<file path="config.mk">
export PLATFORM = sky130hd
export DESIGN_NAME = filter_mode_ctrl
export DESIGN_NICKNAME = d
export VERILOG_FILES = /design/src/rtl/filter_ctrl_pkg.sv /design/src/rtl/key_debounce.sv /design/src/rtl/filter_mode_ctrl.sv
export SDC_FILE = /design/constraint.sdc
export NUM_CORES = 1
export LEC_CHECK = 0
export ABC_AREA = 1
export BUFFER_PORTS_ARGS = -buffer_cell sky130_fd_sc_hd__clkbuf_2
export CORE_UTILIZATION = 53
export DETAILED_ROUTE_END_ITERATION = 7
export PLACE_DENSITY_LB_ADDON = 0.15
export SLEW_MARGIN = 20
export SYNTH_ARGS = -nofsm -noshare
export SYNTH_HDL_FRONTEND = slang
export SYNTH_SLANG_ARGS = --single-unit
</file>
<file path="constraint.sdc">
create_clock -name VGA_CLK -period 1.7 [get_ports VGA_CLK]
set_clock_uncertainty 0.15 [all_clocks]
set_input_delay 0.34 -clock VGA_CLK [delete_from_list [all_inputs] [get_ports VGA_CLK]]
set_output_delay 0.34 -clock VGA_CLK [all_outputs]
set_load 0.05 [all_outputs]
</file>
<file path="src/rtl/filter_ctrl_pkg.sv">
// Shared types and default geometry/timing for the VGA filter control block.
// Pure declarations: no logic, no latency, no backpressure.
package filter_ctrl_pkg;

    typedef enum logic [2:0] {
        PASS   = 3'd0,
        DIFF   = 3'd1,
        INVERT = 3'd2,
        GRAY   = 3'd3,
        EDGE   = 3'd4,
        THRESH = 3'd5
    } filter_mode_t;

    typedef enum logic [1:0] {
        RELEASED,
        PRESS_WAIT,
        PRESSED,
        RELEASE_WAIT
    } deb_state_t;

    localparam int DEF_WIDTH           = 640;
    localparam int DEF_HEIGHT          = 480;
    localparam int DEF_DEBOUNCE_CYCLES = 250000;
    localparam int DEF_NUM_MODES       = 6;
    localparam int DEF_AUTO_FRAMES     = 60;

endpackage

</file>
<file path="src/rtl/key_debounce.sv">
// Push-button debouncer: emits a one-cycle press pulse once a low level has been stable.
// Pulse is registered (one cycle after the qualifying sample); no backpressure.
module key_debounce
    import filter_ctrl_pkg::*;
#(
    parameter int DEBOUNCE_CYCLES = DEF_DEBOUNCE_CYCLES
) (
    input  logic VGA_CLK,
    input  logic reset_n,
    input  logic key_n,
    output logic press
);

    localparam int CW = $clog2(DEBOUNCE_CYCLES + 1);
    localparam logic [CW-1:0] LAST = CW'(DEBOUNCE_CYCLES - 1);

    deb_state_t    state_q;
    logic [CW-1:0] cnt_q;
    logic          press_q;

    always_ff @(posedge VGA_CLK) begin
        if (!reset_n) begin
            state_q <= RELEASED;
            cnt_q   <= '0;
            press_q <= 1'b0;
        end else begin
            press_q <= 1'b0;
            case (state_q)
                RELEASED: begin
                    if (!key_n) begin
                        state_q <= PRESS_WAIT;
                        cnt_q   <= '0;
                    end
                end
                PRESS_WAIT: begin
                    if (key_n) begin
                        state_q <= RELEASED;
                        cnt_q   <= '0;
                    end else if (cnt_q == LAST) begin
                        state_q <= PRESSED;
                        cnt_q   <= '0;
                        press_q <= 1'b1;
                    end else begin
                        cnt_q <= cnt_q + CW'(1);
                    end
                end
                PRESSED: begin
                    if (key_n) begin
                        state_q <= RELEASE_WAIT;
                        cnt_q   <= '0;
                    end
                end
                RELEASE_WAIT: begin
                    // A bounce back low re-enters PRESSED silently: still the same press.
                    if (!key_n) begin
                        state_q <= PRESSED;
                        cnt_q   <= '0;
                    end else if (cnt_q == LAST) begin
                        state_q <= RELEASED;
                        cnt_q   <= '0;
                    end else begin
                        cnt_q <= cnt_q + CW'(1);
                    end
                end
                default: begin
                    state_q <= RELEASED;
                    cnt_q   <= '0;
                end
            endcase
        end
    end

    assign press = press_q;

endmodule

</file>
<file path="src/rtl/filter_mode_ctrl.sv">
// Filter mode/channel control: debounced key stepping, auto-cycle, vsync-aligned commit, pixel position.
// Config commits on the cycle after the VS fall is sampled; pix_x/pix_y lag the pixel by one cycle; no backpressure.
module filter_mode_ctrl
    import filter_ctrl_pkg::*;
#(
    parameter int WIDTH           = DEF_WIDTH,
    parameter int HEIGHT          = DEF_HEIGHT,
    parameter int DEBOUNCE_CYCLES = DEF_DEBOUNCE_CYCLES,
    parameter int NUM_MODES       = DEF_NUM_MODES,
    parameter int AUTO_FRAMES     = DEF_AUTO_FRAMES
) (
    input  logic        VGA_CLK,
    input  logic        reset_n,
    input  logic        iVGA_VS,
    input  logic        iVGA_BLANK_N,
    input  logic [1:0]  KEY,
    input  logic [8:0]  SW,
    output logic [2:0]  mode,
    output logic [2:0]  chan_en,
    output logic        cfg_update,
    output logic [9:0]  pix_x,
    output logic [8:0]  pix_y,
    output logic [15:0] frame_cnt,
    output logic        pos_err
);

    localparam int AW = $clog2(AUTO_FRAMES + 1);

    function automatic logic [2:0] mode_inc(input logic [2:0] m);
        return (m == 3'(NUM_MODES - 1)) ? 3'd0 : m + 3'd1;
    endfunction

    function automatic logic [2:0] mode_dec(input logic [2:0] m);
        return (m == 3'd0) ? 3'(NUM_MODES - 1) : m - 3'd1;
    endfunction

    logic [1:0] key_s1_q, key_s2_q;
    logic [3:0] sw_s1_q, sw_s2_q;     // {auto enable, R, G, B}
    logic       sw_unused;
    logic       up_press, dn_press;

    logic          vs_prev_q, vs_prev_d;
    logic          blank_prev_q, blank_prev_d;
    logic [2:0]    pend_q, pend_d;
    logic [2:0]    mode_q, mode_d;
    logic [2:0]    chan_q, chan_d;
    logic          cfg_q, cfg_d;
    logic [AW-1:0] auto_q, auto_d;
    logic [15:0]   frame_q, frame_d;
    logic [9:0]    px_q, px_d;
    logic [8:0]    py_q, py_d;
    logic          lines_full_q, lines_full_d;
    logic          err_q, err_d;

    logic       commit, auto_step;
    logic [2:0] pend_base;

    assign sw_unused = ^SW[7:3];

    key_debounce #(.DEBOUNCE_CYCLES(DEBOUNCE_CYCLES)) u_deb_up (
        .VGA_CLK (VGA_CLK),
        .reset_n (reset_n),
        .key_n   (key_s2_q[0]),
        .press   (up_press)
    );

    key_debounce #(.DEBOUNCE_CYCLES(DEBOUNCE_CYCLES)) u_deb_dn (
        .VGA_CLK (VGA_CLK),
        .reset_n (reset_n),
        .key_n   (key_s2_q[1]),
        .press   (dn_press)
    );

    always_comb begin
        vs_prev_d    = iVGA_VS;
        blank_prev_d = iVGA_BLANK_N;
        mode_d       = mode_q;
        chan_d       = chan_q;
        cfg_d        = 1'b0;
        auto_d       = auto_q;
        frame_d      = frame_q;
        px_d         = px_q;
        py_d         = py_q;
        lines_full_d = lines_full_q;
        err_d        = err_q;

        commit    = vs_prev_q & ~iVGA_VS;
        auto_step = commit && sw_s2_q[3] && (auto_q == AW'(AUTO_FRAMES - 1));
        pend_base = auto_step ? mode_inc(pend_q) : pend_q;

        // Presses on the commit cycle stack on top of pend_base and wait for the next frame.
        if (up_press && !dn_press)
            pend_d = mode_inc(pend_base);
        else if (dn_press && !up_press)
            pend_d = mode_dec(pend_base);
        else
            pend_d = pend_base;

        if (!sw_s2_q[3])
            auto_d = '0;
        else if (commit)
            auto_d = auto_step ? '0 : auto_q + AW'(1);

        if (commit) begin
            mode_d  = pend_base;
            chan_d  = sw_s2_q[2:0];
            frame_d = frame_q + 16'd1;
            cfg_d   = (pend_base != mode_q) || (sw_s2_q[2:0] != chan_q);
        end

        if (!iVGA_VS) begin
            px_d         = '0;
            py_d         = '0;
            lines_full_d = 1'b0;
        end else if (iVGA_BLANK_N) begin
            if (lines_full_q)
                err_d = 1'b1;
            if (!blank_prev_q)
                px_d = '0;
            else if (px_q == 10'(WIDTH - 1))
                err_d = 1'b1;
            else
                px_d = px_q + 10'd1;
        end else if (blank_prev_q) begin
            px_d = '0;
            if (py_q == 9'(HEIGHT - 1))
                lines_full_d = 1'b1;
            else
                py_d = py_q + 9'd1;
        end
    end

    always_ff @(posedge VGA_CLK) begin
        if (!reset_n) begin
            key_s1_q     <= 2'b11;
            key_s2_q     <= 2'b11;
            sw_s1_q      <= '0;
            sw_s2_q      <= '0;
            vs_prev_q    <= 1'b0;
            blank_prev_q <= 1'b0;
            pend_q       <= PASS;
            mode_q       <= PASS;
            chan_q       <= '0;
            cfg_q        <= 1'b0;
            auto_q       <= '0;
            frame_q      <= '0;
            px_q         <= '0;
            py_q         <= '0;
            lines_full_q <= 1'b0;
            err_q        <= 1'b0;
        end else begin
            key_s1_q     <= KEY;
            key_s2_q     <= key_s1_q;
            sw_s1_q      <= {SW[8], SW[2:0]};
            sw_s2_q      <= sw_s1_q;
            vs_prev_q    <= vs_prev_d;
            blank_prev_q <= blank_prev_d;
            pend_q       <= pend_d;
            mode_q       <= mode_d;
            chan_q       <= chan_d;
            cfg_q        <= cfg_d;
            auto_q       <= auto_d;
            frame_q      <= frame_d;
            px_q         <= px_d;
            py_q         <= py_d;
            lines_full_q <= lines_full_d;
            err_q        <= err_d;
        end
    end

    assign mode       = mode_q;
    assign chan_en    = chan_q;
    assign cfg_update = cfg_q;
    assign pix_x      = px_q;
    assign pix_y      = py_q;
    assign frame_cnt  = frame_q;
    assign pos_err    = err_q;

endmodule

</file>
Word-level counts from Yosys, hierarchy flattened --
Cells that the tools add are included.
Word-level totals: register bits 109, logic and storage cells 128
Operators by class: add/subtract/negate cells 9, equal/unequal tests 24, muxes and demuxes 42, bitwise operators 7, reductions and logical operators 24
Operators with widths (number):
- 18-bit two-way mux | 10
- 18-bit one-hot mux with 4 select lines | 2
- 10-bit two-way mux | 4
- 18-bit by 1-bit adder with 18-bit output, second input constant | 2
- 18-bit equality test, second input constant | 2
- 2-bit two-way mux | 12
- 3-bit two-way mux | 6
- 16-bit by 1-bit adder with 16-bit output, second input constant | 1
- 2-bit one-hot mux with 4 select lines | 2
- 2-bit AND reduction | 7
- 3-bit by 2-bit inequality test with 1-bit output, second input constant | 4
- 10-bit by 1-bit adder with 10-bit output, second input constant | 1
- 10-bit equality test, second input constant | 1
- 9-bit by 1-bit adder with 9-bit output, second input constant | 1
- 9-bit equality test, second input constant | 1
- 2-bit equality test, second input constant | 4
- 2-bit inequality test, second input constant | 4
- 4-bit AND reduction | 2
- 3-bit by 1-bit adder with 3-bit output, second input constant | 2
- 6-bit by 1-bit adder with 6-bit output, second input constant | 1
- 3-bit equality test, second input constant | 2
- 6-bit equality test, second input constant | 1
- 6-bit two-way mux | 1
- 3-bit inequality test | 2
- other kinds (14) | 31

Depth between registers and ports, before layout --
depth after elaboration 9, gate-level depth with buffers 11, depth with buffers taken out 11

Hierarchy --
A second synthesis with hierarchy kept.
Unflattened totals: cells, all modules 771, area, all modules 5622.9 um^2
Modules (own cells, without submodules):
- filter_mode_ctrl | times used 1, cells each 434, area each 3126.7 um^2
- key_debounce at u_deb_dn | times used 1, cells each 168, area each 1258.7 um^2
- key_debounce at u_deb_up | times used 1, cells each 169, area each 1237.4 um^2

Least setup slack after synthesis --
OpenSTA, ideal clock, no wires.
path type register to register, start reg px_q[0], in the netlist pix_x[0], end reg px_q[4], in the netlist pix_x[4], library setup time 0.070 ns, arrival time 1.834 ns, slack -0.354 ns, cell stages (with the launch flop) 10, buffers on the path 1, period minus slack after synthesis 2.054 ns, cells stage by stage dfxtp_1 -> ha_1 -> nand2_2 -> nor2_2 -> nand4_2 -> nor2_2 -> o21a_1 -> buf_4 -> nand2_1 -> a21oi_1
On the way: word-level cells in the longest chain between the ends 4, elaborated cells on any way between the ends 7, classes of those cells add/sub (1); eq/ne (2); mux (3); reduce/logical (1)
Ends and longest elaborated chain:
- from (decl) | RTL line filter_mode_ctrl.sv:50 | logic [9:0] px_q, px_d;
- from (signal assigned) | RTL line filter_mode_ctrl.sv:164 | px_q <= px_d;
- 10-bit by 1-bit adder with 10-bit output | RTL line filter_mode_ctrl.sv:123 | px_d = px_q + 10'd1;
- 10-bit two-way mux | RTL line filter_mode_ctrl.sv:120 | else if (px_q == 10'(WIDTH - 1))
- 10-bit two-way mux | RTL line filter_mode_ctrl.sv:118 | if (!blank_prev_q)
- 10-bit two-way mux | RTL line filter_mode_ctrl.sv:115 | end else if (iVGA_BLANK_N) begin
Parallel ways exist; a longest one is shown, timed or not. The select of a mux whose other input is x is not followed. A chain may end at the register's enable or synchronous reset.

Final worst setup path --
start reg py_q[0], in the netlist pix_y[0], end reg py_q[0], in the netlist pix_y[0]
On the way: word-level cells in the longest chain between the ends 3, elaborated cells on any way between the ends 4, classes of those cells add/sub (1); eq/ne (1); bitwise (1); reduce/logical (1)
Ends and longest elaborated chain:
- from (decl) | RTL line filter_mode_ctrl.sv:51 | logic [8:0] py_q, py_d;
- from (signal assigned) | RTL line filter_mode_ctrl.sv:165 | py_q <= py_d;
- branches (longest 3 deep; another with 9-bit by 1-bit adder with 9-bit output)
Parallel ways; which one is timed is not known.

==> impl_metrics.toml <==
[status]
status = "finished clean"

[synth]
synthTopCellsByArea = "dfxtp_1, nand2_1, inv_1, a21oi_1, nor2_1"
synth-edff-count = 0
ys_types = 45
ys_seq_area_share_pct = 41.6
syn-instance-count = 732
ys_top_cells_by_count = "nand2_1, dfxtp_1, inv_1"
ys_warn_count = 0
synth_nets = 753
netlist_area_um2 = 5250
avgSynthCellArea_um2 = 7.17
yosysMostFrequentCell = "nand2_1"
synth_top_area_share_pct = 41.6
yosysTopAreaCell = "dfxtp_1"
synth-seq-cells = 109
async_reset_ff_share_pct = 0
ys.flop_type = "dfxtp_1"

[floorplan]
die_width_um = 102
core_area_um2 = 9420
die_h_um = 102
rows = 35
initial_core_util_pct = 55.8
dieArea_um2 = 10300
io_pins = 58

[cells_and_area]
nNetsFinal = 862
drive_above_1_share_pct = 30.1
nFillCells = 760
regArea_um2 = 2240
fin_area_um2 = 6690
multi_input_area_um2 = 2950
syn_to_final_growth_pct = 27.5
antenna_cells = 0

[global_route]
overflow = 0
grtUsageMet2_pct = 41.2
grt_pass1_wl_um = 19200
grtUsageTotal_pct = 23.3
first_global_vias = 4501
use_met3_pct = 6.00
grt.busiest_layer = "met2"
met1_usage_pct = 27.9
grt_max_degree = 23
antenna_found_initial = 0

[pwr]
swShare_pct = 26.1
power.total_mw = 4.64
p_leak_nw = 2.75
p_per_area_nw_per_um2 = 693
seqPwrFrac_pct = 56.3
clock_power_share_pct = 35.8
p_switching_mw = 1.21
power_frac_comb_pct = 7.9
power.internal_mw = 3.42
vdd_ir_drop_max_mv = 0.735

[timing]
post-route-period-util_pct = 99.2
rsz0062_at_grt = "true"
slew_headroom_pct = 70.1
slew_violations = 0
worst_slew_pin_slew_ns = 0.448
hold_viol_final = 0
finalCriticalPeriod_ns = 1.69
worst_slack_ns = 0.0128
fmax_mhz = 593
setup-violations-final = 0

[place]
port-buffer-count = 52
pre_cts_slack_ns = -0.167
hpwlAfterDp_um = 8120
place.gp.congestion = 0.905
placed_area_um2 = 5950

[setup_path]
cp-start-kind = "flip-flop"
path_buf_inv = 1
worstPathRequired_ns = 1.83
cpLargestDelayFamily = "simple AND/OR/NAND/NOR gates"
crit_fanout = 6
critPathArrivalTime_ns = 1.81
path_class = "reg -> reg"
cp-end-kind = "flip-flop"
worstPathCellList = "ha_2 > nand3_2 > nor4_4 > nor2_2 > buf_4 > o21ai_0 > a21oi_1"
slowest_stage = "dfxtp_4"
cpPeakStageDelay_ns = 0.36

[routing]
post_drt_wl_per_cell_um = 12.4
wirelength_um = 12100
route.vias.total = 4987
ant_nets = 0
via_per_inst = 5.11
drc = 0
drt_iter0_markers = 216
drt_first_pass_iters = 5

[clocking]
root_buffer = "clkbuf_8"
htreeDepth = 3
clkTransAtPathRegs_ns = 0.11
cts_buffer_depth = 2
clkLatencyLatePin_ns = 0.38
clock-sinks = 109
cts_made_buffers = 9
cts_tree = "yes"

[run]
cap_violations = 0

[min_path]
min_path_type = "in -> reg"
[sequential cells by signal (all words and copies together) (netlist names), 2 cells and up, named ones only]
name,count
auto_q,6
chan_en,3
frame_cnt,16
key_s1_q,2
key_s2_q,2
mode,3
pend_q,3
pix_x,10
pix_y,9
sw_s1_q,4
sw_s2_q,4
u_deb_dn.cnt_q,18
u_deb_up.cnt_q,18
[path summary, 6_finish.rpt]
kind | from | end | slack (ns) | cells past startpoint
worst max register to register | pix_y[0]$_SDFFE_PN0P_ | pix_y[0]$_SDFFE_PN0P_ | 0.01 | 7
worst min-delay path | iVGA_BLANK_N | blank_prev_q$_SDFF_PN0_ | 0.03 | 3
worst min register to register | sw_s1_q[3]$_SDFF_PN0_ | sw_s2_q[3]$_SDFF_PN0_ | 0.27 | 2
worst max-delay path | pix_y[0]$_SDFFE_PN0P_ | pix_y[0]$_SDFFE_PN0P_ | 0.01 | 7
[repair_timing]
action | in CTS | in global routing
resized for setup | 14 | 88
buffers inserted | 5 | 12
hold buffers | 6 | 0
hold endpoints to repair | 6 | 0
pin swaps | 4 | 36
endpoints found under the setup margin | 23 | 64
[layout by cell type, fill, tap and decap left out, drive strengths merged, types with 5 or more instances in the layout]
| master | n |
|---|---|
| nand2 | 174 |
| a21oi | 61 |
| inv | 99 |
| xor2 | 21 |
| or2 | 8 |
| o21ai | 37 |
| dlygate4sd3 | 6 |
| clkbuf | 61 |
| nor4 | 5 |
| buf | 56 |
| nand3 | 40 |
| dfxtp | 109 |
| xnor2 | 7 |
| nor3 | 20 |
| nand4 | 20 |
| nor2 | 90 |
| ha | 6 |
[worst reg2reg max path, cell delays in order (launching register included)]
cell	delay, ns
dfxtp_4	0.36
ha_2	0.20
nand3_2	0.11
nor4_4	0.29
nor2_2	0.13
buf_4	0.17
o21ai_0	0.13
a21oi_1	0.06
[cell families after synthesis]
family / after synthesis / synth area share [%]
and+or+nand+nor: 363 / 32.0
AOI/OAI and AO/OA: 114 / 11.9
DFF: 109 / 41.6
xor gates and xnor gates: 28 / 4.67
adders and majority gates: 6 / 1.43
buffers and inverters: 112 / 8.41
[layout make-up]
type / count / share of cell area (%)
multi-input combinational: 511 / 44.1
sequential: 109 / 33.4
timing repair buffer: 113 / 11.5
inverter: 97 / 5.55
tap: 129 / 2.41
clock buffer: 10 / 1.91
clock inverter: 6 / 1.16
[metrics by stage]
| stage | hold slack (ns) | TNS (ns) | std cells | utilization [%] |
|---|---|---|---|---|
| 4_1_cts | 0.0178 | 0 | 963 | 66.9 |
| 2_1_floorplan | 0.240 | -0.0364 | 732 | - |
| 6_report | 0.0334 | 0 | 975 | 71.1 |
| 3_3_place_gp | 0.243 | -0.534 | 936 | 63.2 |
| 3_5_place_dp | 0.249 | -1.66 | 936 | 63.2 |
| 5_1_grt | 0.0282 | -1.93 | 975 | 71.1 |
[power groups by stage]
stage	Combinational, mW	Clock (mW)	Sequential (mW)
2_1_floorplan	0.182	0	2.70
3_3_place_gp	0.311	0	2.67
3_5_place_dp	0.318	0	2.67
4_1_cts	0.343	1.71	2.61
5_1_grt	0.402	1.80	2.62
6_report	0.368	1.66	2.61
[routing by layer]
layer / routed length (um) / vias to the layer above
li1: - / 2584
met5: 0 / -
met1: 5480 / 2291
met3: 501 / 12
met2: 5990 / 100
met4: 125 / 0
No activity file was read; power rests on OpenSTA's default activity.
